<file path="src/rtl/rv_instr_encoder_if.sv">
// Field-bundle input and instruction-memory write port of the RV32I encoder.
// The host/memory side uses master; the encoder uses slave.
interface rv_instr_encoder_if #(
  parameter int ADDR_W = 32,
  parameter int DEPTH  = 256
);
  localparam int CW = $clog2(DEPTH) + 1;

  logic              clear;
  logic              in_valid;
  logic              in_ready;
  logic [3:0]        op_class;
  logic [2:0]        funct3;
  logic              funct7b;
  logic [4:0]        rd;
  logic [4:0]        rs1;
  logic [4:0]        rs2;
  logic [31:0]       imm;
  logic              wr_valid;
  logic              wr_ready;
  logic [ADDR_W-1:0] wr_addr;
  logic [31:0]       wr_data;
  logic [CW-1:0]     count;
  logic              full;
  logic              err;
  logic [2:0]        err_code;

  modport master (
    output clear, in_valid, op_class, funct3, funct7b, rd, rs1, rs2, imm, wr_ready,
    input  in_ready, wr_valid, wr_addr, wr_data, count, full, err, err_code
  );

  modport slave (
    input  clear, in_valid, op_class, funct3, funct7b, rd, rs1, rs2, imm, wr_ready,
    output in_ready, wr_valid, wr_addr, wr_data, count, full, err, err_code
  );
endinterface

</file>
<file path="src/rtl/rv_instr_encoder.sv">
// Packs RV32I fields into instruction words and streams them to instruction memory
// through a one-deep stallable output register; illegal bundles raise a sticky error.
module rv_instr_encoder #(
  parameter int DEPTH  = 256,
  parameter int ADDR_W = 32
) (
  input  logic                clk,
  input  logic                rst,
  rv_instr_encoder_if.slave   bus
);
  localparam int CW = $clog2(DEPTH) + 1;

  logic              wr_valid_reg;
  logic [ADDR_W-1:0] wr_addr_reg;
  logic [31:0]       wr_data_reg;
  logic [CW-1:0]     count_reg;
  logic              full_reg;
  logic              err_reg;
  logic [2:0]        err_code_reg;

  logic [31:0] imm;
  logic [3:0]  cls;
  logic [2:0]  f3;
  logic [31:0] enc;
  logic [2:0]  code;
  logic        is_shift;
  logic        fits12, fits13, fits21;
  logic        accept, fire, legal;

  assign imm = bus.imm;
  assign cls = bus.op_class;
  assign f3  = bus.funct3;

  // Signed range holds when every bit above the sign bit equals the sign bit.
  assign fits12   = (&imm[31:11]) | ~(|imm[31:11]);
  assign fits13   = (&imm[31:12]) | ~(|imm[31:12]);
  assign fits21   = (&imm[31:20]) | ~(|imm[31:20]);
  assign is_shift = (cls == 4'd1) && ((f3 == 3'd1) || (f3 == 3'd5));

  always_comb begin
    enc = '0;
    case (cls)
      4'd0: enc = {1'b0, bus.funct7b, 5'b0, bus.rs2, bus.rs1, f3, bus.rd, 7'd51};
      4'd1: enc = is_shift ? {1'b0, bus.funct7b, 5'b0, imm[4:0], bus.rs1, f3, bus.rd, 7'd19}
                           : {imm[11:0], bus.rs1, f3, bus.rd, 7'd19};
      4'd2: enc = {imm[11:0], bus.rs1, f3, bus.rd, 7'd3};
      4'd3: enc = {imm[11:5], bus.rs2, bus.rs1, f3, imm[4:0], 7'd35};
      4'd4: enc = {imm[12], imm[10:5], bus.rs2, bus.rs1, f3, imm[4:1], imm[11], 7'd99};
      4'd5: enc = {imm[31:12], bus.rd, 7'd55};
      4'd6: enc = {imm[31:12], bus.rd, 7'd23};
      4'd7: enc = {imm[11:0], bus.rs1, 3'd0, bus.rd, 7'd103};
      4'd8: enc = {imm[20], imm[10:1], imm[11], imm[19:12], bus.rd, 7'd111};
      default: enc = '0;
    endcase
  end

  // First matching check wins, so the reported code reflects the highest-priority fault.
  always_comb begin
    code = 3'd0;
    if (cls > 4'd8)
      code = 3'd1;
    else if ((((cls == 4'd1) || (cls == 4'd2) || (cls == 4'd3) || (cls == 4'd7)) && !fits12) ||
             ((cls == 4'd4) && !fits13) || ((cls == 4'd8) && !fits21))
      code = 3'd2;
    else if ((((cls == 4'd4) || (cls == 4'd8)) && imm[0]) ||
             (((cls == 4'd5) || (cls == 4'd6)) && (imm[11:0] != 12'd0)))
      code = 3'd3;
    else if (((cls == 4'd4) && ((f3 == 3'd2) || (f3 == 3'd3))) ||
             ((cls == 4'd2) && ((f3 == 3'd3) || (f3 >= 3'd6))) ||
             ((cls == 4'd3) && (f3 > 3'd2)))
      code = 3'd4;
    else if ((is_shift && (imm[11:5] != 7'd0)) ||
             ((cls == 4'd0) && bus.funct7b && (f3 != 3'd0) && (f3 != 3'd5)))
      code = 3'd5;
  end

  assign legal        = (code == 3'd0);
  assign bus.in_ready = !full_reg && (!wr_valid_reg || bus.wr_ready);
  assign accept       = bus.in_valid && bus.in_ready;
  assign fire         = wr_valid_reg && bus.wr_ready;

  always_ff @(posedge clk or posedge rst) begin
    if (rst) begin
      wr_valid_reg <= 1'b0;
      wr_addr_reg  <= '0;
      wr_data_reg  <= '0;
      count_reg    <= '0;
      full_reg     <= 1'b0;
      err_reg      <= 1'b0;
      err_code_reg <= 3'd0;
    end else if (bus.clear) begin
      wr_valid_reg <= 1'b0;
      wr_addr_reg  <= '0;
      count_reg    <= '0;
      full_reg     <= 1'b0;
      err_reg      <= 1'b0;
      err_code_reg <= 3'd0;
    end else begin
      if (fire) begin
        count_reg <= count_reg + 1'b1;
        if (count_reg == CW'(DEPTH - 1)) begin
          full_reg    <= 1'b1;
          wr_addr_reg <= '0;
        end else begin
          wr_addr_reg <= wr_addr_reg + ADDR_W'(4);
        end
      end
      if (accept && legal) begin
        wr_valid_reg <= 1'b1;
        wr_data_reg  <= enc;
      end else if (fire) begin
        wr_valid_reg <= 1'b0;
      end
      if (accept && !legal && !err_reg) begin
        err_reg      <= 1'b1;
        err_code_reg <= code;
      end
    end
  end

  assign bus.wr_valid = wr_valid_reg;
  assign bus.wr_addr  = wr_addr_reg;
  assign bus.wr_data  = wr_data_reg;
  assign bus.count    = count_reg;
  assign bus.full     = full_reg;
  assign bus.err      = err_reg;
  assign bus.err_code = err_code_reg;
endmodule

</file>
<file path="src/flat_wrapper.sv">
// flat-port wrapper written by rule: the top's interface ports become plain ports
module rv_instr_encoder_flat 
#(
  parameter int DEPTH  = 256,
  parameter int ADDR_W = 32
)
  (clk, rst, bus_clear, bus_in_valid, bus_op_class, bus_funct3, bus_funct7b, bus_rd, bus_rs1, bus_rs2, bus_imm, bus_wr_ready, bus_in_ready, bus_wr_valid, bus_wr_addr, bus_wr_data, bus_count, bus_full, bus_err, bus_err_code);
  rv_instr_encoder_if #(.ADDR_W(ADDR_W), .DEPTH(DEPTH)) bus_i ();
  input  logic clk;
  input  logic rst;
  input wire logic [$bits(bus_i.clear)-1:0] bus_clear;
  input wire logic [$bits(bus_i.in_valid)-1:0] bus_in_valid;
  input wire logic [$bits(bus_i.op_class)-1:0] bus_op_class;
  input wire logic [$bits(bus_i.funct3)-1:0] bus_funct3;
  input wire logic [$bits(bus_i.funct7b)-1:0] bus_funct7b;
  input wire logic [$bits(bus_i.rd)-1:0] bus_rd;
  input wire logic [$bits(bus_i.rs1)-1:0] bus_rs1;
  input wire logic [$bits(bus_i.rs2)-1:0] bus_rs2;
  input wire logic [$bits(bus_i.imm)-1:0] bus_imm;
  input wire logic [$bits(bus_i.wr_ready)-1:0] bus_wr_ready;
  output wire logic [$bits(bus_i.in_ready)-1:0] bus_in_ready;
  output wire logic [$bits(bus_i.wr_valid)-1:0] bus_wr_valid;
  output wire logic [$bits(bus_i.wr_addr)-1:0] bus_wr_addr;
  output wire logic [$bits(bus_i.wr_data)-1:0] bus_wr_data;
  output wire logic [$bits(bus_i.count)-1:0] bus_count;
  output wire logic [$bits(bus_i.full)-1:0] bus_full;
  output wire logic [$bits(bus_i.err)-1:0] bus_err;
  output wire logic [$bits(bus_i.err_code)-1:0] bus_err_code;
  assign bus_i.clear = bus_clear;
  assign bus_i.in_valid = bus_in_valid;
  assign bus_i.op_class = bus_op_class;
  assign bus_i.funct3 = bus_funct3;
  assign bus_i.funct7b = bus_funct7b;
  assign bus_i.rd = bus_rd;
  assign bus_i.rs1 = bus_rs1;
  assign bus_i.rs2 = bus_rs2;
  assign bus_i.imm = bus_imm;
  assign bus_i.wr_ready = bus_wr_ready;
  assign bus_in_ready = bus_i.in_ready;
  assign bus_wr_valid = bus_i.wr_valid;
  assign bus_wr_addr = bus_i.wr_addr;
  assign bus_wr_data = bus_i.wr_data;
  assign bus_count = bus_i.count;
  assign bus_full = bus_i.full;
  assign bus_err = bus_i.err;
  assign bus_err_code = bus_i.err_code;
  rv_instr_encoder #(.DEPTH(DEPTH), .ADDR_W(ADDR_W)) u_core (.clk(clk), .rst(rst), .bus(bus_i));
endmodule
</file>
<file path="config.mk">
export PLATFORM = sky130hd
export DESIGN_NAME = rv_instr_encoder_flat
export DESIGN_NICKNAME = d
export VERILOG_FILES = /design/src/rtl/rv_instr_encoder_if.sv /design/src/rtl/rv_instr_encoder.sv /design/src/flat_wrapper.sv
export SDC_FILE = /design/constraint.sdc
export NUM_CORES = 1
export LEC_CHECK = 0
export CAP_MARGIN = 25
export CORE_MARGIN = 1
export CORE_UTILIZATION = 51
export CTS_CLUSTER_DIAMETER = 50
export DETAILED_ROUTE_END_ITERATION = 12
export PLACE_DENSITY_LB_ADDON = 0.05
export SLEW_MARGIN = 0
export SYNTH_ARGS = -nofsm -noshare
export SYNTH_HDL_FRONTEND = slang
export SYNTH_SLANG_ARGS = --single-unit
</file>
<file path="constraint.sdc">
create_clock -name clk -period 7.4 [get_ports clk]
set_input_delay 1.48 -clock clk [delete_from_list [all_inputs] [get_ports clk]]
set_output_delay 1.48 -clock clk [all_outputs]
set_load 0.005 [all_outputs]
</file>
# == After elaboration in Yosys (flattened, before gate mapping) ==
# Index checks and enable logic that the tools add are counted.
# classes
n_addsub,2
multipliers,0
div_mod_pow,0
n_lt_le_gt_ge,3
n_eq_ne,14
n_shift,0
muxes,22
n_bitwise,7
reduce_logical,58
# ops
cell,count
case mux 32 bit (9 select lines),1
two-way mux 32 bit,4
"adder 32 x 3 -> 32 bit, second input constant",1
two-way mux 3 bit,7
AND reduction 21 bit,1
OR reduction 21 bit,1
AND reduction 20 bit,1
OR reduction 20 bit,1
logical AND 1 bit,19
two-way mux 9 bit,2
"equality test 4 x 3 -> 1 bit, second input constant",4
logical OR 1 bit,15
AND reduction 12 bit,1
nonzero test 12 bit,1
OR reduction 12 bit,1
"adder 9 x 1 -> 9 bit, second input constant",1
"equality test 9 x 8 -> 1 bit, second input constant",1
"equality test 4 x 2 -> 1 bit, second input constant",2
two-way mux 1 bit,8
zero test 1 bit,7
nonzero test 7 bit,1
"equality test 3 x 2 -> 1 bit, second input constant",2
nonzero test 2 bit,3
nonzero test 3 bit,2
other kinds (13),19
# totals
reg_bits,79
latch_bits,0
ramBits,0
mem_bits_ro,0
output_inout_bits,80
memories,0

# == Logic depth before layout (Yosys ltp) ==
# Gate-level depths: netlist of run 1.
# depth
ltp_word,16
mapped_depth,9

# == Worst setup path before layout of run 1 ==
# No wires, ideal clock.
# synth_path
path_type,input port to flip-flop
start,input bus_op_class[1]
end,register u_core.wr_data_reg[10] (netlist: u_core.bus.wr_data[10])
setup_ns,0.125
arrival_time_ns,3.299
required_time_ns,7.275
path_slack_ns,3.976
stages,9
n_path_buf,3
cell_sequence,buf_2 > or2_4 > nor2_1 > inv_1 > a211oi_2 > and4_4 > buf_6 > buf_6 > mux2_4
# synth_via
elab_chain_cells,13
# synth_rtl
element,line,text
"start, declared",flat_wrapper.sv:13,input wire logic [$bits(bus_i.op_class)-1:0] bus_op_class;
zero test 4 bit,"rv_instr_encoder.sv:42, rv_instr_encoder.sv:73",
logical AND 1 bit (3 in a row),rv_instr_encoder.sv:73,((cls == 4'd0) && bus.funct7b && (f3 != 3'd0) && (f3 != 3'd5)))
logical OR 1 bit,rv_instr_encoder.sv:72,else if ((is_shift && (imm[11:5] != 7'd0)) ||
two-way mux 3 bit,rv_instr_encoder.sv:72,
two-way mux 3 bit,rv_instr_encoder.sv:68,else if (((cls == 4'd4) && ((f3 == 3'd2) || (f3 == 3'd3))) ||
two-way mux 3 bit,rv_instr_encoder.sv:65,else if ((((cls == 4'd4) || (cls == 4'd8)) && imm[0]) ||
two-way mux 3 bit,rv_instr_encoder.sv:62,else if ((((cls == 4'd1) || (cls == 4'd2) || (cls == 4'd3) || (cls == 4'd7)) && !fits12) ||
two-way mux 3 bit,rv_instr_encoder.sv:60,if (cls > 4'd8)
zero test 3 bit,rv_instr_encoder.sv:77,assign legal = (code == 3'd0);
logical AND 1 bit,rv_instr_encoder.sv:108,if (accept && legal) begin
AND reduction 2 bit (no line),-,
"end signal, assigned",rv_instr_encoder.sv:110,wr_data_reg <= enc;
"end, declared",rv_instr_encoder.sv:15,logic [31:0] wr_data_reg;
# Parallel ways exist; a longest one is shown, timed or not.
# A chain may end at the register's enable or synchronous reset.

# == Final worst setup path of run 1 ==
# layout_path
start,input bus_op_class[0]
end,register u_core.wr_data_reg[31] (netlist: u_core.bus.wr_data[31])
# The elaborated chain is that of the path after synthesis.

==> flow_metrics.py, run 1 <==
metrics = {
    "placement": {
        "portBuffers": 137,
        "dp_hpwl_um": 8601,
        "routabilityCongestion": 0.8986,
        "dp.cells": 695,
        "place_area_um2": 5883,
    },
    "clocking": {
        "clock_sinks": 76,
        "clockBufferDepth": 2,
        "cts_hold_repair.buffers": 0,
        "cts_made_buffers": 9,
        "root_buffer": "clkbuf_8",
        "cts_tree": "built",
        "cts_resized": 0,
        "post_cts_buffers": 0,
        "clkLatencyLatePin_ns": 0.35,
        "cts_htree_levels": 3,
        "clk_pin_slew_worst_paths_ns": 0.09,
    },
    "timing": {
        "fmax_mhz": 219.2,
        "fin_crit_ns": 4.562,
        "fin_crit_sh_pct": 61.65,
        "finalClockSkew_ns": 0.01469,
        "hold_viol_final": 0,
        "setup_violations": 0,
        "rsz0062_at_grt": "false",
        "maxSlewHeadroom_pct": 34.48,
        "tns_ns": 0,
        "worst_pin_slew_ns": 0.9798,
        "maxSlewViolCount": 0,
    },
    "hold_path": {
        "holdPathStages": 1,
        "hold_class": "reg -> reg",
    },
    "job": {
        "maxCapViolations": 0,
    },
    "logic_synthesis": {
        "yosysMostFrequentCell": "dfrtp_1",
        "synth_top_area_share_pct": 42.04,
        "ys_types": 54,
        "synth-edff-count": 0,
        "synth.cell_area_um2": 4524,
        "async_flop_share_pct": 100.0,
        "synth.top_cells.by_count": "dfrtp_1, nor2_1, nand2_1",
        "yosys_register_bits": 76,
        "synthFlopType": "dfrtp_1",
        "synthAdderAreaFrac_pct": 0.8296,
        "synth_top_area_cell": "dfrtp_1",
        "synth_cells": 478,
        "ys_warn_count": 0,
        "synth.avg_cell_area_um2": 9.465,
        "synth_mux_area_share_pct": 10.43,
        "synth-simple-area-share_pct": 19.83,
        "synth_top_family_by_area": "simple AND/OR/NAND/NOR gates",
        "synth_area_leaders": "dfrtp_1, mux2_4, nor2_1, a21oi_1, xor2_1",
        "synth-xor-area-share_pct": 5.420,
        "ys_seq_area_share_pct": 42.04,
        "synth_compound_area_share_pct": 16.68,
    },
    "floorplan": {
        "start_util_pct": 53.98,
        "fp.dieW_um": 96.19,
        "die_area_um2": 9252,
        "ios": 140,
        "num_rows": 33,
        "core_um2": 8382,
        "fp.dieH_um": 96.19,
    },
    "detailed_routing": {
        "drc": 0,
        "vias_per_cell": 5.770,
        "dr.pass1.iters": 7,
        "routed_wl_um": 11770,
        "drtIter0Drc": 295,
        "final_antenna_net_count": 0,
        "routedWlPerCell_um": 16.52,
        "routed-via-count": 4108,
    },
    "final_layout": {
        "area_growth_pct": 35.76,
        "largest_reg_flops": 31,
        "nFillCells": 627,
        "final_core_util_pct": 73.28,
        "nets": 665,
        "stdcell_count": 712,
        "design_area_um2": 6142,
        "drive_gt1_share_pct": 8.402,
        "diodes": 0,
    },
    "pwr": {
        "internal_power_w": 0.0008614,
        "ir_drop_v": 0.0001285,
        "swShare_pct": 26.42,
        "p_leak_nw": 2.530,
        "p_clk_share_pct": 31.4,
        "netSwitchingPower_w": 0.0003093,
        "combPwrFrac_pct": 26.2,
        "p_seq_share_pct": 42.4,
        "powerDensity_nw_per_um2": 190.6,
    },
    "global_routing": {
        "first_global_vias": 3840,
        "grtUsageTotal_pct": 26.77,
        "overflow": 0,
        "grt_max_degree": 77,
        "grt_pass1_wl_um": 18970,
        "antenna_found_initial": 0,
    },
    "critical_path": {
        "worst_setup_path_end_kind": "register",
        "rrSetupSlack_ns": 5.14,
        "cp.arrival_ns": 4.81,
        "start_kind": "input port",
        "path_class": "in -> reg",
        "critical_path.max_fanout": 31,
        "worst_ep_required_time_ns": 7.65,
        "reg2reg_depth": 6,
    },
    "run_status": {
        "outcome": "finished, final reports clean",
    },
}
power by group through the flow:
stage	Sequential, W	Combinational, W	Clock, W
global placement	0.000503	0.000299	0
floorplan	0.000504	0.000135	0
CTS	0.000497	0.000306	0.000374
global route	0.000503	0.000331	0.000392
detailed placement	0.000504	0.000304	0
finish	0.000496	0.000307	0.000368
metal layers:
metal  routed length, um  GRT usage [%]  up-vias  share of wire, %
li1                    -              -     1975                 -
met1                5535          38.52     1962                47
met2                5352          41.61      160                45
met3                 770          5.845       11               6.5
met4                 107          4.851        0              0.91
met5                   0              0        -                 0
cell usage in the layout (no fill, tap or decap), types with 13 or more instances in the layout:
| cell | n |
|---|---|
| o21ai_0 | 31 |
| nand2_1 | 36 |
| nand4_1 | 13 |
| xor2_1 | 19 |
| clkdlybuf4s50_1 | 137 |
| inv_1 | 14 |
| dfrtp_1 | 76 |
| a21oi_1 | 34 |
| nor2_1 | 51 |
| mux2_4 | 24 |
cells by family (layout without fill, tap and decap cells):
group	count (synthesis)	after routing
fa+ha+maj	3	3
compound gates	116	116
xor+xnor	28	28
buf+inv	42	170
simple gates	177	177
flops	76	76
mux	35	35
other cells	1	2
path summary, 6_finish.rpt:
check / endpoint / start
hold reg to reg: u_core.bus.wr_data[1] / u_core.bus.wr_data[1]
setup reg to reg: u_core.bus.wr_addr[11] / u_core.bus.count[1]
hold / removal: u_core.bus.wr_data[1] / u_core.bus.wr_data[1]
min in group asynchronous: u_core.bus.wr_addr[4] / rst
setup / recovery: u_core.bus.wr_data[31] / bus_op_class[0]
max in group asynchronous: u_core.bus.wr_data[29] / rst
per-stage QoR:
stage          setup WS [ns]   power, W  hold slack [ns]
2_1_floorplan          3.976  0.0006387           0.4895
3_3_place_gp           2.606  0.0008019           0.4763
3_5_place_dp           2.526  0.0008083           0.4875
4_1_cts                2.888   0.001178           0.5075
5_1_grt                2.614   0.001226           0.5260
6_report               2.838   0.001171           0.5016
area by class of cell:
| cell class | count | area, um^2 | area share [%] |
|---|---|---|---|
| clock buffers | 10 | 137.6 | 2.241 |
| well taps | 105 | 131.4 | 2.139 |
| inverters | 15 | 57.56 | 0.9371 |
| multi-input cells | 361 | 2414 | 39.30 |
| repair buffers | 139 | 1404 | 22.86 |
| flip-flops and latches | 76 | 1902 | 30.96 |
| clock inverters | 6 | 96.34 | 1.569 |
worst max-delay path, stage by stage:
cell             delay [ns]
clkdlybuf4s50_1        0.73
nor2_1                 0.79
a211o_1                0.20
a22oi_1                0.08
o22ai_1                0.39
and4_4                 0.72
mux2_2                 0.39
(Power assumes the default switching activity.)
==> run 2, diff against run 1 <==
- CORE_UTILIZATION: 51 -> 47
- clock period: 7.4 -> 4.46 ns (I/O delays scaled with it)
==> run 2 against run 1 <==
Clock-buffer cell count did not move. Global-route usage shrank 1.8 points. Hold slack improved by 0.011 ns. Sequential share of layout area fell by 0.42 points. Largest cell class unchanged. Die area up 8.3%. Critical path type unchanged. Non-clock buffer count up 7.
==> flow_metrics.py, run 2 (synthesized netlist as in run 1, its figures left out) <==
metrics = {
    "run_status": {
        "outcome": "finished, final reports clean",
    },
    "timing": {
        "tns_ns": 0,
        "rsz0062_at_grt": "false",
        "holdWs_ns": 0.5128,
        "fin_crit_ns": 3.560,
        "worst_pin_slew_ns": 0.8480,
        "finalClockSkew_ns": 0.01565,
        "fmax_mhz": 280.9,
        "maxSlewViolCount": 0,
        "fin_crit_sh_pct": 79.83,
        "setup_violations": 0,
        "hold_viol_final": 0,
        "maxSlewHeadroom_pct": 43.29,
    },
    "detailed_routing": {
        "routed_wl_um": 12140,
        "drc": 0,
        "routedWlPerCell_um": 16.33,
        "drtIter0Drc": 242,
        "final_antenna_net_count": 0,
        "vias_per_cell": 5.606,
        "dr.pass1.iters": 5,
        "routed-via-count": 4165,
    },
    "placement": {
        "dp_hpwl_um": 8894,
        "dp.cells": 726,
        "routabilityCongestion": 0.9085,
        "portBuffers": 137,
    },
    "critical_path": {
        "slowest_delay_ns": 0.69,
        "start_kind": "input port",
        "path_class": "in -> reg",
        "cp_slowest_cell": "and4_4",
        "crit_family": "simple AND/OR/NAND/NOR gates",
        "reg2reg_depth": 6,
        "cp.arrival_ns": 3.79,
        "path_buf_inv": 1,
        "worst_ep_required_time_ns": 4.69,
        "critical_path.max_fanout": 31,
        "reg2reg_to": "u_core.bus.wr_addr[27]",
        "reg2reg_from": "u_core.bus.count[0]",
        "worst_setup_path_end_kind": "register",
        "rrSetupSlack_ns": 2.22,
        "crit_chain": "clkdlybuf4s50_1 -> nor4_1 -> a2111oi_0 -> o21a_1 -> a211oi_2 -> and4_4 -> mux2_2",
    },
    "global_routing": {
        "grt_max_degree": 77,
        "first_global_vias": 3934,
        "overflow": 0,
        "antenna_found_initial": 0,
        "grtUsageTotal_pct": 25.00,
        "grt_pass1_wl_um": 19750,
    },
    "job": {
        "maxCapViolations": 0,
    },
    "final_layout": {
        "layout_commonest_cell": "clkdlybuf4s50_1",
        "stdcell_count": 743,
        "nets": 672,
        "final_core_util_pct": 67.06,
        "final_cell_mix": "clkdlybuf4s50_1, dfrtp_1, nor2_1",
        "drive_gt1_share_pct": 9.446,
        "area_growth_pct": 37.61,
        "diodes": 0,
        "largest_reg_flops": 31,
    },
    "pwr": {
        "p_clk_share_pct": 31.4,
        "swShare_pct": 26.72,
        "netSwitchingPower_w": 0.0005228,
        "p_leak_nw": 2.564,
        "p_seq_share_pct": 42.2,
        "ir_drop_v": 0.0001766,
        "combPwrFrac_pct": 26.4,
        "powerDensity_nw_per_um2": 314.3,
        "internal_power_w": 0.001434,
    },
    "floorplan": {
        "fp.dieH_um": 100.1,
        "die_area_um2": 10020,
        "num_rows": 35,
        "ios": 140,
        "core_um2": 9284,
        "start_util_pct": 48.73,
        "fp.dieW_um": 100.1,
    },
    "clocking": {
        "clock_sinks": 76,
        "clockBufferDepth": 2,
        "cts_tree": "built",
        "clkLatencyLatePin_ns": 0.36,
        "cts_resized": 0,
        "post_cts_buffers": 0,
        "cts_made_buffers": 9,
        "root_buffer": "clkbuf_8",
        "cts_htree_levels": 3,
        "cts_hold_repair.buffers": 0,
        "clk_pin_slew_worst_paths_ns": 0.08,
    },
    "hold_path": {
        "min_to": "u_core.bus.wr_data[31]",
        "min-delay-start": "u_core.bus.wr_data[31]",
        "hold_class": "reg -> reg",
        "holdPathStages": 1,
    },
}
==> run 2: cell types whose count changed in the layout (fill, tap and decap cells not counted) <==
| cell | delta |
|---|---|
| buf_4 | +7 |
| buf_16 | +1 |
| clkbuf_16 | -1 |
| clkinv_2 | -1 |
| inv_2 | +1 |
==> run 2: cell type report <==
| class | instances | area [um^2] |
|---|---|---|
| Clock buffer | 10 | 137.6 |
| Timing Repair Buffer | 146 | 1459 |
| Multi-Input combinational cell | 361 | 2414 |
| Tap cell | 129 | 161.4 |
| Sequential cell | 76 | 1902 |
| Clock inverter | 6 | 96.34 |
| Inverter | 15 | 56.30 |
| Fill cell | 786 | 3058 |
==> run 2: worst max-delay path by stage <==
stage	start	endpoint	slack (ns)	cells past startpoint
5_1_grt	bus_imm[6]	u_core.bus.wr_data[31]	0.76	7
3_3_place_gp	bus_imm[6]	u_core.bus.wr_data[31]	0.71	7
2_1_floorplan	bus_op_class[1]	u_core.bus.wr_data[10]	1.62	9
3_5_place_dp	bus_op_class[2]	u_core.bus.wr_data[31]	0.61	7
4_1_cts	bus_op_class[2]	u_core.bus.wr_data[31]	0.98	7
6_report	bus_imm[6]	u_core.bus.wr_data[31]	0.90	7
==> run 2: routing by layer <==
| metal | up-vias | global-route usage [%] | wire length, um |
|---|---|---|---|
| met5 | - | 0 | 0 |
| met4 | 0 | 7.915 | 167 |
| met3 | 15 | 4.526 | 652 |
| met2 | 146 | 37.51 | 5424 |
| met1 | 2013 | 36.77 | 5891 |
| li1 | 1991 | - | - |
==> run 2: per-stage QoR <==
step / power, W / instance area, um^2 / setup slack (ns)
2_1_floorplan: 0.001060 / 4528 / 1.624
3_3_place_gp: 0.001340 / 5964 / 0.7090
6_report: 0.001957 / 6226 / 0.8996
4_1_cts: 0.001965 / 6198 / 0.9763
3_5_place_dp: 0.001349 / 5964 / 0.6126
5_1_grt: 0.002049 / 6226 / 0.7591
==> run 2: power by group through the flow <==
stage / clock network, W / registers, W / logic (W)
after floorplan: 0 / 0.000836 / 0.000223
after global placement: 0 / 0.000836 / 0.000504
after detailed placement: 0 / 0.000838 / 0.000511
after CTS: 0.000625 / 0.000826 / 0.000514
after global routing: 0.000657 / 0.000837 / 0.000556
final: 0.000615 / 0.000826 / 0.000516
==> run 3, diff against run 2 <==
- clock period: 4.46 -> 3.44 ns (I/O delays scaled with it)
==> run 3 against run 2 <==
Critical path depth grew 2. Sequential cell count is the same. First-iteration DRC count is 13% lower. Hold slack better by 0.0027 ns. Register-to-register slack lost 0.92 ns. Non-clock buffer count is 19 higher. Combinational power increased by 33%. Sequential power rose by 30%. Die area stayed put. Clock-buffer cell count did not move. Largest cell class unchanged.
==> flow_metrics.py, run 3 (synthesized netlist as in run 1, its figures left out) <==
metrics = {
    "detailed_routing": {
        "routed_wl_um": 12320,
        "routedWlPerCell_um": 16.17,
        "vias_per_cell": 5.517,
        "dr.pass1.iters": 5,
        "routed-via-count": 4204,
        "drc": 0,
        "drtIter0Drc": 211,
        "final_antenna_net_count": 0,
    },
    "timing": {
        "finalClockSkew_ns": 0.01313,
        "maxSlewViolCount": 0,
        "maxSlewHeadroom_pct": 60.02,
        "setup_violations": 0,
        "fmax_mhz": 343.3,
        "worst_pin_slew_ns": 0.5989,
        "holdWs_ns": 0.5156,
        "hold_viol_final": 0,
        "fin_crit_sh_pct": 84.67,
        "rsz0062_at_grt": "false",
        "fin_crit_ns": 2.913,
        "tns_ns": 0,
    },
    "final_layout": {
        "area_growth_pct": 40.35,
        "diodes": 0,
        "final_core_util_pct": 68.40,
        "design_area_um2": 6350,
        "final_cell_mix": "clkdlybuf4s50_1, dfrtp_1, nor2_1",
        "largest_reg_flops": 31,
        "nets": 691,
        "drive_gt1_share_pct": 12.16,
        "layout_commonest_cell": "clkdlybuf4s50_1",
    },
    "pwr": {
        "netSwitchingPower_w": 0.0006897,
        "internal_power_w": 0.001798,
        "combPwrFrac_pct": 27.6,
        "p_leak_nw": 2.638,
        "ir_drop_v": 0.0002519,
        "swShare_pct": 27.73,
        "p_seq_share_pct": 43.0,
        "powerDensity_nw_per_um2": 391.7,
        "p_clk_share_pct": 29.4,
        "finalPower_w": 0.002487,
    },
    "clocking": {
        "cts_resized": 0,
        "clockBufferDepth": 2,
        "root_buffer": "clkbuf_8",
        "cts_made_buffers": 9,
        "clk_pin_slew_worst_paths_ns": 0.08,
        "clkLatencyLatePin_ns": 0.36,
        "post_cts_buffers": 0,
        "cts_htree_levels": 3,
        "clock_sinks": 76,
        "cts_tree": "built",
        "cts_hold_repair.buffers": 0,
    },
    "job": {
        "maxCapViolations": 0,
    },
    "floorplan": {
        "start_util_pct": 48.73,
        "die_area_um2": 10020,
        "fp.dieH_um": 100.1,
        "core_um2": 9284,
        "num_rows": 35,
        "fp.dieW_um": 100.1,
        "ios": 140,
    },
    "placement": {
        "portBuffers": 137,
        "routabilityCongestion": 0.9520,
        "place_area_um2": 6140,
        "dp_hpwl_um": 9199,
    },
    "critical_path": {
        "worst_setup_path_end_kind": "register",
        "reg2reg_to": "u_core.bus.wr_addr[28]",
        "cp.arrival_ns": 3.15,
        "endpoint": "u_core.bus.wr_data[9]",
        "worst_ep_required_time_ns": 3.68,
        "critical_path.max_fanout": 12,
        "reg2reg_from": "u_core.bus.wr_addr[2]",
        "path_class": "in -> reg",
        "crit_start": "bus_op_class[1]",
        "start_kind": "input port",
        "rrSetupSlack_ns": 1.30,
        "reg2reg_depth": 7,
    },
    "global_routing": {
        "first_global_vias": 4072,
        "overflow": 0,
        "grt_pass1_wl_um": 20000,
        "grt_max_degree": 28,
        "antenna_found_initial": 0,
        "grtUsageTotal_pct": 25.36,
    },
    "run_status": {
        "outcome": "finished, final reports clean",
    },
    "hold_path": {
        "hold_class": "reg -> reg",
    },
}
==> run 3: area by class of cell <==
type / instances / area, um^2
Tap cell: 129 / 161.4
Clock buffer: 10 / 137.6
Fill cell: 784 / 2934
Inverter: 15 / 56.30
Timing Repair Buffer: 165 / 1607
Sequential cell: 76 / 1902
Clock inverter: 6 / 72.57
Multi-Input combinational cell: 361 / 2414
==> run 3: power groups by stage <==
stage	clock network, W	registers, W	logic [W]
5_1_grt	0.000780	0.00108	0.000739
3_5_place_dp	0	0.00109	0.000683
2_1_floorplan	0	0.00108	0.000290
3_3_place_gp	0	0.00109	0.000674
4_1_cts	0.000739	0.00107	0.000688
6_report	0.000731	0.00107	0.000686
==> run 3: worst min path at each step <==
stage / start / slack (ns) / endpoint / cells past startpoint
after detailed placement: u_core.bus.wr_data[14] / 0.49 / u_core.bus.wr_data[14] / 1
after global placement: u_core.bus.wr_data[1] / 0.48 / u_core.bus.wr_data[1] / 1
after global routing: u_core.bus.wr_data[8] / 0.53 / u_core.bus.wr_data[8] / 1
after CTS: u_core.bus.wr_data[1] / 0.52 / u_core.bus.wr_data[1] / 1
after floorplan: u_core.bus.wr_data[1] / 0.49 / u_core.bus.wr_data[1] / 1
final: u_core.bus.wr_data[3] / 0.52 / u_core.bus.wr_data[3] / 1
==> run 3: critical path, cell delays in order <==
cell,delay (ns)
clkdlybuf4s50_1,0.68
buf_4,0.23
nor2b_1,0.19
o21ai_0,0.12
a211oi_2,0.37
a211oi_2,0.09
and4_4,0.29
buf_12,0.18
mux2_4,0.30
==> run 3: metrics by stage <==
step | worst slack [ns] | instances
after floorplan | 0.8083 | 479
after global placement | 0.2556 | 746
after detailed placement | 0.2012 | 746
after CTS | 0.5590 | 762
after global routing | 0.4252 | 762
final | 0.5274 | 762
==> run 3: per-layer routing <==
metal	global-route usage, %	part of all wire, %	vias up
met4	10.26	1.7	0
met2	38.78	45	168
met3	4.318	5.8	25
li1	-	-	2024
met1	35.92	48	1987
met5	0	0	-
